<file path="src/rtl/pipe_pkg.sv">
// Shared definitions for elastic pipeline stage registers: occupancy state,
// occupancy width and the packed bundle widths of the stage boundaries.
package pipe_pkg;

  typedef enum logic [1:0] {
    EMPTY = 2'd0,
    ONE   = 2'd1,
    FULL  = 2'd2
  } stage_state_t;

  localparam int OCC_W   = 2;
  localparam int ID_EX_W = 229;

  function automatic logic [OCC_W-1:0] occ_of(input stage_state_t s);
    case (s)
      EMPTY:   occ_of = 2'd0;
      ONE:     occ_of = 2'd1;
      FULL:    occ_of = 2'd2;
      default: occ_of = 2'd0;
    endcase
  endfunction

endpackage

</file>
<file path="src/rtl/pipe_slot.sv">
// One bundle-wide storage slot: async reset to zero, synchronous clear that
// takes priority over load.
module pipe_slot #(
  parameter int WIDTH = 229
) (
  input  logic             clk_i,
  input  logic             rst_n,
  input  logic             load_i,
  input  logic             clear_i,
  input  logic [WIDTH-1:0] d_i,
  output logic [WIDTH-1:0] q_o
);

  always_ff @(posedge clk_i or negedge rst_n) begin
    if (!rst_n) begin
      q_o <= '0;
    end else if (clear_i) begin
      q_o <= '0;
    end else if (load_i) begin
      q_o <= d_i;
    end
  end

endmodule

</file>
<file path="src/rtl/pipe_stage_reg.sv">
// Elastic valid/ready pipeline stage register with optional two-entry skid
// buffer and synchronous flush that leaves a bubble.
module pipe_stage_reg
  import pipe_pkg::*;
#(
  parameter int WIDTH          = 229,
  parameter int SKID           = 1,
  parameter int CLEAR_ON_FLUSH = 1
) (
  input  logic             clk_i,
  input  logic             rst_n,
  input  logic             flush_i,
  input  logic             in_valid_i,
  output logic             in_ready_o,
  input  logic [WIDTH-1:0] in_data_i,
  output logic             out_valid_o,
  input  logic             out_ready_i,
  output logic [WIDTH-1:0] out_data_o,
  output logic [OCC_W-1:0] occupancy_o
);

  stage_state_t     st_q, st_d;
  logic             acc, pop;
  logic             main_load, main_from_skid, skid_load, clr;
  logic [WIDTH-1:0] main_d, skid_q;

  assign acc    = in_valid_i & in_ready_o;
  assign pop    = out_valid_o & out_ready_i;
  assign clr    = flush_i & (CLEAR_ON_FLUSH != 0);
  assign main_d = main_from_skid ? skid_q : in_data_i;

  always_ff @(posedge clk_i or negedge rst_n) begin
    if (!rst_n) begin
      st_q <= EMPTY;
    end else begin
      st_q <= st_d;
    end
  end

  // With SKID=0 ready implies pop whenever ONE, so the ONE->FULL arc never fires.
  always_comb begin
    st_d           = st_q;
    main_load      = 1'b0;
    main_from_skid = 1'b0;
    skid_load      = 1'b0;
    if (flush_i) begin
      st_d = EMPTY;
    end else begin
      case (st_q)
        EMPTY: begin
          if (acc) begin
            st_d      = ONE;
            main_load = 1'b1;
          end
        end
        ONE: begin
          if (acc && !pop) begin
            st_d      = FULL;
            skid_load = 1'b1;
          end else if (acc && pop) begin
            main_load = 1'b1;
          end else if (pop) begin
            st_d = EMPTY;
          end
        end
        FULL: begin
          if (pop) begin
            st_d           = ONE;
            main_load      = 1'b1;
            main_from_skid = 1'b1;
          end
        end
        default: st_d = EMPTY;
      endcase
    end
  end

  always_comb begin
    out_valid_o = (st_q != EMPTY);
    occupancy_o = occ_of(st_q);
  end

  pipe_slot #(.WIDTH(WIDTH)) u_main (
    .clk_i  (clk_i),
    .rst_n  (rst_n),
    .load_i (main_load),
    .clear_i(clr),
    .d_i    (main_d),
    .q_o    (out_data_o)
  );

  generate
    if (SKID != 0) begin : g_skid
      logic rdy_q;

      // Registered ready keeps the downstream stall off the upstream timing path.
      always_ff @(posedge clk_i or negedge rst_n) begin
        if (!rst_n) begin
          rdy_q <= 1'b1;
        end else begin
          rdy_q <= (st_d != FULL);
        end
      end
      assign in_ready_o = rdy_q;

      pipe_slot #(.WIDTH(WIDTH)) u_skid (
        .clk_i  (clk_i),
        .rst_n  (rst_n),
        .load_i (skid_load),
        .clear_i(clr),
        .d_i    (in_data_i),
        .q_o    (skid_q)
      );
    end else begin : g_noskid
      logic unused_skid_load;
      assign unused_skid_load = skid_load;
      assign in_ready_o       = !out_valid_o | out_ready_i;
      assign skid_q           = '0;
    end
  endgenerate

endmodule

</file>
<file path="config.mk">
export PLATFORM = sky130hd
export DESIGN_NAME = pipe_stage_reg
export DESIGN_NICKNAME = d
export VERILOG_FILES = /design/src/rtl/pipe_pkg.sv /design/src/rtl/pipe_slot.sv /design/src/rtl/pipe_stage_reg.sv
export SDC_FILE = /design/constraint.sdc
export NUM_CORES = 1
export LEC_CHECK = 0
export ABC_AREA = 1
export CORE_ASPECT_RATIO = 1.75
export CORE_MARGIN = 2
export CORE_UTILIZATION = 30
export CTS_CLUSTER_DIAMETER = 80
export DETAILED_ROUTE_END_ITERATION = 10
export GPL_TIMING_DRIVEN = 0
export HOLD_SLACK_MARGIN = 0.03
export MAX_ROUTING_LAYER = met4
export PLACE_DENSITY = 0.55
export SKIP_CTS_REPAIR_TIMING = 1
export SKIP_LAST_GASP = 1
export SYNTH_ARGS = -nofsm -noshare
export SYNTH_HDL_FRONTEND = slang
export SYNTH_SLANG_ARGS = --single-unit
</file>
<file path="constraint.sdc">
create_clock -name clk_i -period 3.8 [get_ports clk_i]
set_clock_uncertainty 0.2 [all_clocks]
set_input_delay 0.57 -clock clk_i [delete_from_list [all_inputs] [get_ports clk_i]]
set_output_delay 0.57 -clock clk_i [all_outputs]
set_load 0.01 [all_outputs]
</file>
==> impl_metrics.env, run 1 <==
export IMPL_status="finished, final reports clean"
export IMPL_r2r_start="in_ready_o$_DFF_PN1_"
export IMPL_fin_util_pct=40.58
export IMPL_grt_pass1_vias=22711
export IMPL_worstPathArrival_ns=2.53
export IMPL_dr_pass1_iters=5
export IMPL_crit_path_end_kind="output pin"
export IMPL_worstSetupPathType="flop to output pin"
export IMPL_drc=0
export IMPL_slowest_stage="clkdlybuf4s50_1"
export IMPL_cap_violations=0
export IMPL_grt_max_degree=108
export IMPL_final_net_count=3769
export IMPL_power_density_nw_per_um2=412.6
export IMPL_synth_fa_ha_area_share_pct=0
export IMPL_port_buffers=466
export IMPL_rsz0062_at_grt="false"
export IMPL_cp_num_buf_inv=2
export IMPL_ant_nets=0
export IMPL_fillCellCount=8107
export IMPL_die_area_um2=79150
export IMPL_maxSlewHeadroom_pct=11.81
export IMPL_die_x_um=213.5
export IMPL_p_total_mw=12.74
export IMPL_cts_tree="yes"
export IMPL_synth_fp_nets=3247
export IMPL_pin_count=467
export IMPL_layout_commonest_cell="nand2_1"
export IMPL_min_path_type="primary input to asynchronous set/reset pin"
export IMPL_ys_seq_elements=461
export IMPL_cts_max_level=2
export IMPL_mostFrequentLayoutCells="nand2_1, nand3_1, clkdlybuf4s50_1"
export IMPL_synth_top_family_by_area="simple AND/OR/NAND/NOR gates"
export IMPL_wl_per_cell_um=19.62
export IMPL_yosys_area_share_simple_pct=36.33
export IMPL_synthCells=3013
export IMPL_setup_viol=0
export IMPL_pre_cts_ws_ns=0.1389
export IMPL_cts_sinks=461
export IMPL_ir_drop_mv=0.3227
export IMPL_antenna_found_initial=16
export IMPL_p_leak_nw=16.06
export IMPL_cts_made_buffers=49
export IMPL_start_util_pct=30.28
export IMPL_ys_seq_area_share_pct=50.06
export IMPL_cts_root_buf="clkbuf_16"
export IMPL_layout_drive_gt1_share_pct=6.297
export IMPL_max_freq_mhz=302.7
export IMPL_muxShareOfSynthArea_pct=0
export IMPL_synth_compound_area_share_pct=5.038
export IMPL_crit_family="buffers and inverters"
export IMPL_worst_r2r_cell_count=8
export IMPL_fp_dieH_um=370.7
export IMPL_crit_chain="nor2_4 -> clkbuf_1 -> clkdlybuf4s50_1"
export IMPL_min_period_ns=3.304
export IMPL_cp_slowest_stage_delay_ns=0.71
export IMPL_synth_xor_area_share_pct=0
export IMPL_rows=134
export IMPL_timing_final_ws_setup_ns=0.4964
export IMPL_hold_violations=0
export IMPL_cts_buffer_depth=3
export IMPL_ys_types=21
export IMPL_path_clk_slew_ns=0.06
export IMPL_wl_um=90460
export IMPL_whs_ns=0.2984
export IMPL_cp_max_fo=10
export IMPL_synth_area_um2=23050
export IMPL_clkLatencyLatePin_ns=0.63
export IMPL_fin_area_um2=30890
export IMPL_r2r_setup_slack_ns=1.12
export IMPL_vias=21670
export IMPL_reg2reg_to="u_main.q_o[38]$_DFFE_PN0P_"
export IMPL_viasPerCell=4.700
export IMPL_grt_overflow_total=0
export IMPL_core_area_um2=76120
export IMPL_required_ns=3.03
export IMPL_place_hpwl_um=68390
export IMPL_grt_first_pass_wirelength_um=136200
export IMPL_grtUsageTotal_pct=23.38
export IMPL_worst_slew_pin_slew_ns=1.323
export IMPL_ys_warn_count=0
export IMPL_fin_crit_sh_pct=86.94
export IMPL_syn_area_per_cell_um2=7.650
export IMPL_cp_start_kind="flop"
export IMPL_dpl_cell_area_um2=29100
export IMPL_slew_violations=0
export IMPL_gp_congestion=0.8847
export IMPL_initialDrtViolationCount=1196
export IMPL_syn_to_final_growth_pct=34.00
-- layer usage --
metal	global-route usage [%]	up-vias	routed length, um
met5	-	-	0
met2	41.67	642	45990
li1	-	10698	-
met4	7.372	0	2794
met3	7.374	118	7705
met1	24.24	10212	33970
-- cell families after synthesis --
| group | Yosys count |
|---|---|
| AND/OR/NAND/NOR | 1841 |
| buffers and inverters | 479 |
| flip-flops | 461 |
| AO/OA/AOI/OAI | 232 |
-- final cells by class --
cell class	instances	area, um^2	share of cell area, %
antenna	18	45.04	0.1458
buffer	250	1117	3.618
clock buffer	65	1386	4.489
clock inverter	24	340.3	1.102
inverter	229	859.6	2.783
multi-input combinational	2073	9534	30.87
sequential	461	11540	37.35
tap	1020	1276	4.132
timing repair buffer	471	4790	15.51
-- sequential cells by signal, indices dropped and copies added (netlist names) --
| signal | count |
|---|---|
| g_skid.u_skid.q_o | 229 |
| in_ready_o | 1 |
| st_q | 2 |
| u_main.q_o | 229 |
-- power breakdown --
part           switching, mW  internal, mW  leakage, nW
Clock                   2.22          3.05        0.844
Sequential             0.167          5.19         6.18
Combinational           1.21         0.907         9.03
-- per-stage QoR --
step,setup TNS (ns),std cells
2_1_floorplan,0,3013
3_3_place_gp,-9293.78,4499
3_5_place_dp,0,4503
4_1_cts,0,4592
5_1_grt,0,4608
6_report,0,4611
-- worst max-delay path by stage --
stage | startpoint | to | slack [ns] | cells past startpoint
floorplan | out_ready_i | u_main.q_o[119]$_DFFE_PN0P_ | 1.96 | 9
global placement | rst_n | g_skid.u_skid.q_o[139]$_DFFE_PN0P_ | -20.29 | 1
detailed placement | flush_i | u_main.q_o[116]$_DFFE_PN0P_ | 0.14 | 10
CTS | st_q[0]$_DFF_PN0_ | occupancy_o[1] | 0.43 | 3
global route | st_q[0]$_DFF_PN0_ | occupancy_o[1] | 0.34 | 3
finish | st_q[0]$_DFF_PN0_ | occupancy_o[1] | 0.50 | 3
-- cells in the mapped netlist (all sizes together) --
cell / instances / area share [%]
a21oi: 1 / 0.022
buf: 148 / 3.2
clkbuf: 102 / 1.7
clkinv: 1 / 0.016
dfrtp: 460 / 50
dfstp: 1 / 0.11
inv: 228 / 3.7
nand2: 1141 / 19
nand3: 466 / 10
nand3b: 230 / 7.5
nor2: 3 / 0.081
o21ai: 231 / 5.0
or2: 1 / 0.027
(Power assumes the default switching activity.)
==> run 2, diff against run 1 <==
- CTS_BUF_LIST: unset -> sky130_fd_sc_hd__clkbuf_8
==> run 2 against run 1 <==
Wire length grew 0.28%. Total power fell by 5.2%. Utilization down 0.21 points. Critical path type unchanged. First-iteration DRC count is 1.3% lower.
==> impl_metrics.env, run 2 (same netlist as run 1, synthesis figures left out) <==
export IMPL_cp_slowest_stage_delay_ns=0.74
export IMPL_cts_buffer_depth=3
export IMPL_cp_depth=3
export IMPL_slowest_stage="clkdlybuf4s50_1"
export IMPL_layout_drive_gt1_share_pct=7.040
export IMPL_drc=0
export IMPL_clkLatencyLatePin_ns=0.73
export IMPL_antenna_found_initial=21
export IMPL_fin_crit_sh_pct=90.47
export IMPL_die_area_um2=79150
export IMPL_grt_first_pass_wirelength_um=136500
export IMPL_finalSetupTns_ns=0
export IMPL_port_buffers=466
export IMPL_min_period_ns=3.438
export IMPL_crit_family="buffers and inverters"
export IMPL_setup_viol=0
export IMPL_reg_largest_list="g_skid.u_skid.q_o: 229 flops, u_main.q_o: 229 flops, st_q: 2 flops"
export IMPL_cts_sinks=461
export IMPL_cp_start_kind="flop"
export IMPL_cts_max_level=3
export IMPL_reg2reg_to="u_main.q_o[38]$_DFFE_PN0P_"
export IMPL_syn_to_final_growth_pct=33.32
export IMPL_core_area_um2=76120
export IMPL_cap_violations=0
export IMPL_grt_pass1_vias=22939
export IMPL_mostFrequentLayoutCells="nand2_1, nand3_1, clkdlybuf4s50_1"
export IMPL_max_freq_mhz=290.9
export IMPL_required_ns=3.03
export IMPL_dr_pass1_iters=5
export IMPL_fin_area_um2=30730
export IMPL_layout_commonest_cell="nand2_1"
export IMPL_min_path_type="primary input to asynchronous set/reset pin"
export IMPL_rows=134
export IMPL_cts_made_buffers=77
export IMPL_worst_r2r_cell_count=8
export IMPL_register_area_um2=11540
export IMPL_cp_num_buf_inv=2
export IMPL_grt_max_degree=108
export IMPL_worstSetupPathType="flop to output pin"
export IMPL_final_net_count=3797
export IMPL_r2r_start="in_ready_o$_DFF_PN1_"
export IMPL_maxSlewHeadroom_pct=11.35
export IMPL_place_hpwl_um=68390
export IMPL_wl_um=90710
export IMPL_crit_path_end_kind="output pin"
export IMPL_hold_violations=0
export IMPL_worstPathArrival_ns=2.67
export IMPL_ant_nets=0
export IMPL_startpoint="st_q[0]$_DFF_PN0_"
export IMPL_fp_dieH_um=370.7
export IMPL_initialDrtViolationCount=1180
export IMPL_cp_max_fo=10
export IMPL_fillCellCount=8146
export IMPL_viasPerCell=4.675
export IMPL_die_x_um=213.5
export IMPL_gp_congestion=0.8847
export IMPL_cts_tree="yes"
export IMPL_vias=21797
export IMPL_ir_drop_mv=0.2481
export IMPL_pin_count=467
export IMPL_start_util_pct=30.28
export IMPL_dpl_cell_area_um2=29100
export IMPL_path_clk_slew_ns=0.06
export IMPL_wl_per_cell_um=19.46
export IMPL_grt_overflow_total=0
export IMPL_multi_input_area_um2=9534
export IMPL_endpoint="occupancy_o[1]"
export IMPL_grtUsageTotal_pct=23.63
export IMPL_slew_violations=0
export IMPL_cts_root_buf="clkbuf_8"
export IMPL_whs_ns=0.1974
export IMPL_worst_slew_pin_slew_ns=1.330
export IMPL_rsz0062_at_grt="false"
export IMPL_power_density_nw_per_um2=393.2
export IMPL_status="finished, final reports clean"
export IMPL_crit_chain="nor2_4 -> clkbuf_1 -> clkdlybuf4s50_1"
export IMPL_r2r_setup_slack_ns=1.15
export IMPL_p_leak_nw=16.11
==> run 2: cell types whose count changed in the layout (fill, tap and decap cells not counted), sizes merged <==
cell,before,now
clkinvlp,3,5
bufinv,7,1
diode,18,20
clkbuf,167,201
clkinv,14,9
inv,229,253
==> run 2: layout make-up <==
type / count / share of cell area [%]
well taps: 1020 / 4.153
inverters: 229 / 2.797
flip-flops and latches: 461 / 37.55
repair buffers: 471 / 15.59
plain buffers: 250 / 3.636
clock inverters: 39 / 0.6556
multi-input cells: 2073 / 31.03
clock buffers: 99 / 4.434
diodes: 20 / 0.1629
==> run 2: per-layer routing <==
metal / global-route usage, % / wire length, um
met1: 23.89 / 33160
met2: 41.50 / 46060
met3: 7.950 / 8467
met4: 9.495 / 3024
met5: - / 0
==> run 2: worst reg2reg max path, stage by stage, from the launching register on <==
cell	delay, ns
dfstp_2	0.55
nand2_1	0.08
nand2_1	0.09
nand3_1	0.23
nand2_2	0.31
buf_2	0.59
buf_2	0.34
nand2_1	0.14
nand2_1	0.07
==> run 2: how the worst min path moves through the flow <==
stage / from / to / depth (start not counted)
floorplan: rst_n / g_skid.u_skid.q_o[0]$_DFFE_PN0P_ / 0
global placement: g_skid.u_skid.q_o[16]$_DFFE_PN0P_ / g_skid.u_skid.q_o[16]$_DFFE_PN0P_ / 2
detailed placement: g_skid.u_skid.q_o[0]$_DFFE_PN0P_ / g_skid.u_skid.q_o[0]$_DFFE_PN0P_ / 2
CTS: rst_n / u_main.q_o[23]$_DFFE_PN0P_ / 1
global route: in_data_i[176] / g_skid.u_skid.q_o[176]$_DFFE_PN0P_ / 3
finish: rst_n / u_main.q_o[26]$_DFFE_PN0P_ / 2
==> run 2: power breakdown <==
group          switching [mW]  total, mW  internal, mW
logic                    1.21       2.11         0.907
clock network            2.21       4.61          2.40
registers               0.167       5.36          5.19
total                    3.59       12.1          8.50
==> run 2: metrics by stage <==
stage / cells / total power, mW / util, % / setup WS, ns
4_1_cts: 4641 / 12.29 / 40.29 / 0.3068
3_3_place_gp: 4499 / 7.579 / 38.08 / -20.29
6_report: 4662 / 12.08 / 40.37 / 0.3622
5_1_grt: 4661 / 12.66 / 40.37 / 0.2449
2_1_floorplan: 3013 / 6.305 / - / 1.965
3_5_place_dp: 4503 / 7.580 / 38.24 / 0.1389
==> run 3, diff against run 2 <==
==> constraint.sdc (replaced) <==
create_clock -name clk_i -period 3.8 [get_ports clk_i]
set_clock_uncertainty 0.2 [all_clocks]
set_input_delay 0.76 -clock clk_i [delete_from_list [all_inputs] [get_ports clk_i]]
set_output_delay 0.76 -clock clk_i [all_outputs]
set_load 0.01 [all_outputs]
==> results of run 3 <==
Same layout as run 2 (identical final DEF). Status: finished, final reports clean.
Among the figures that moved: setup slack after placement 0.1389 ns -> -0.05107 ns; setup slack after layout 0.3622 ns -> 0.1722 ns; hold slack 0.1974 ns -> 0.3058 ns
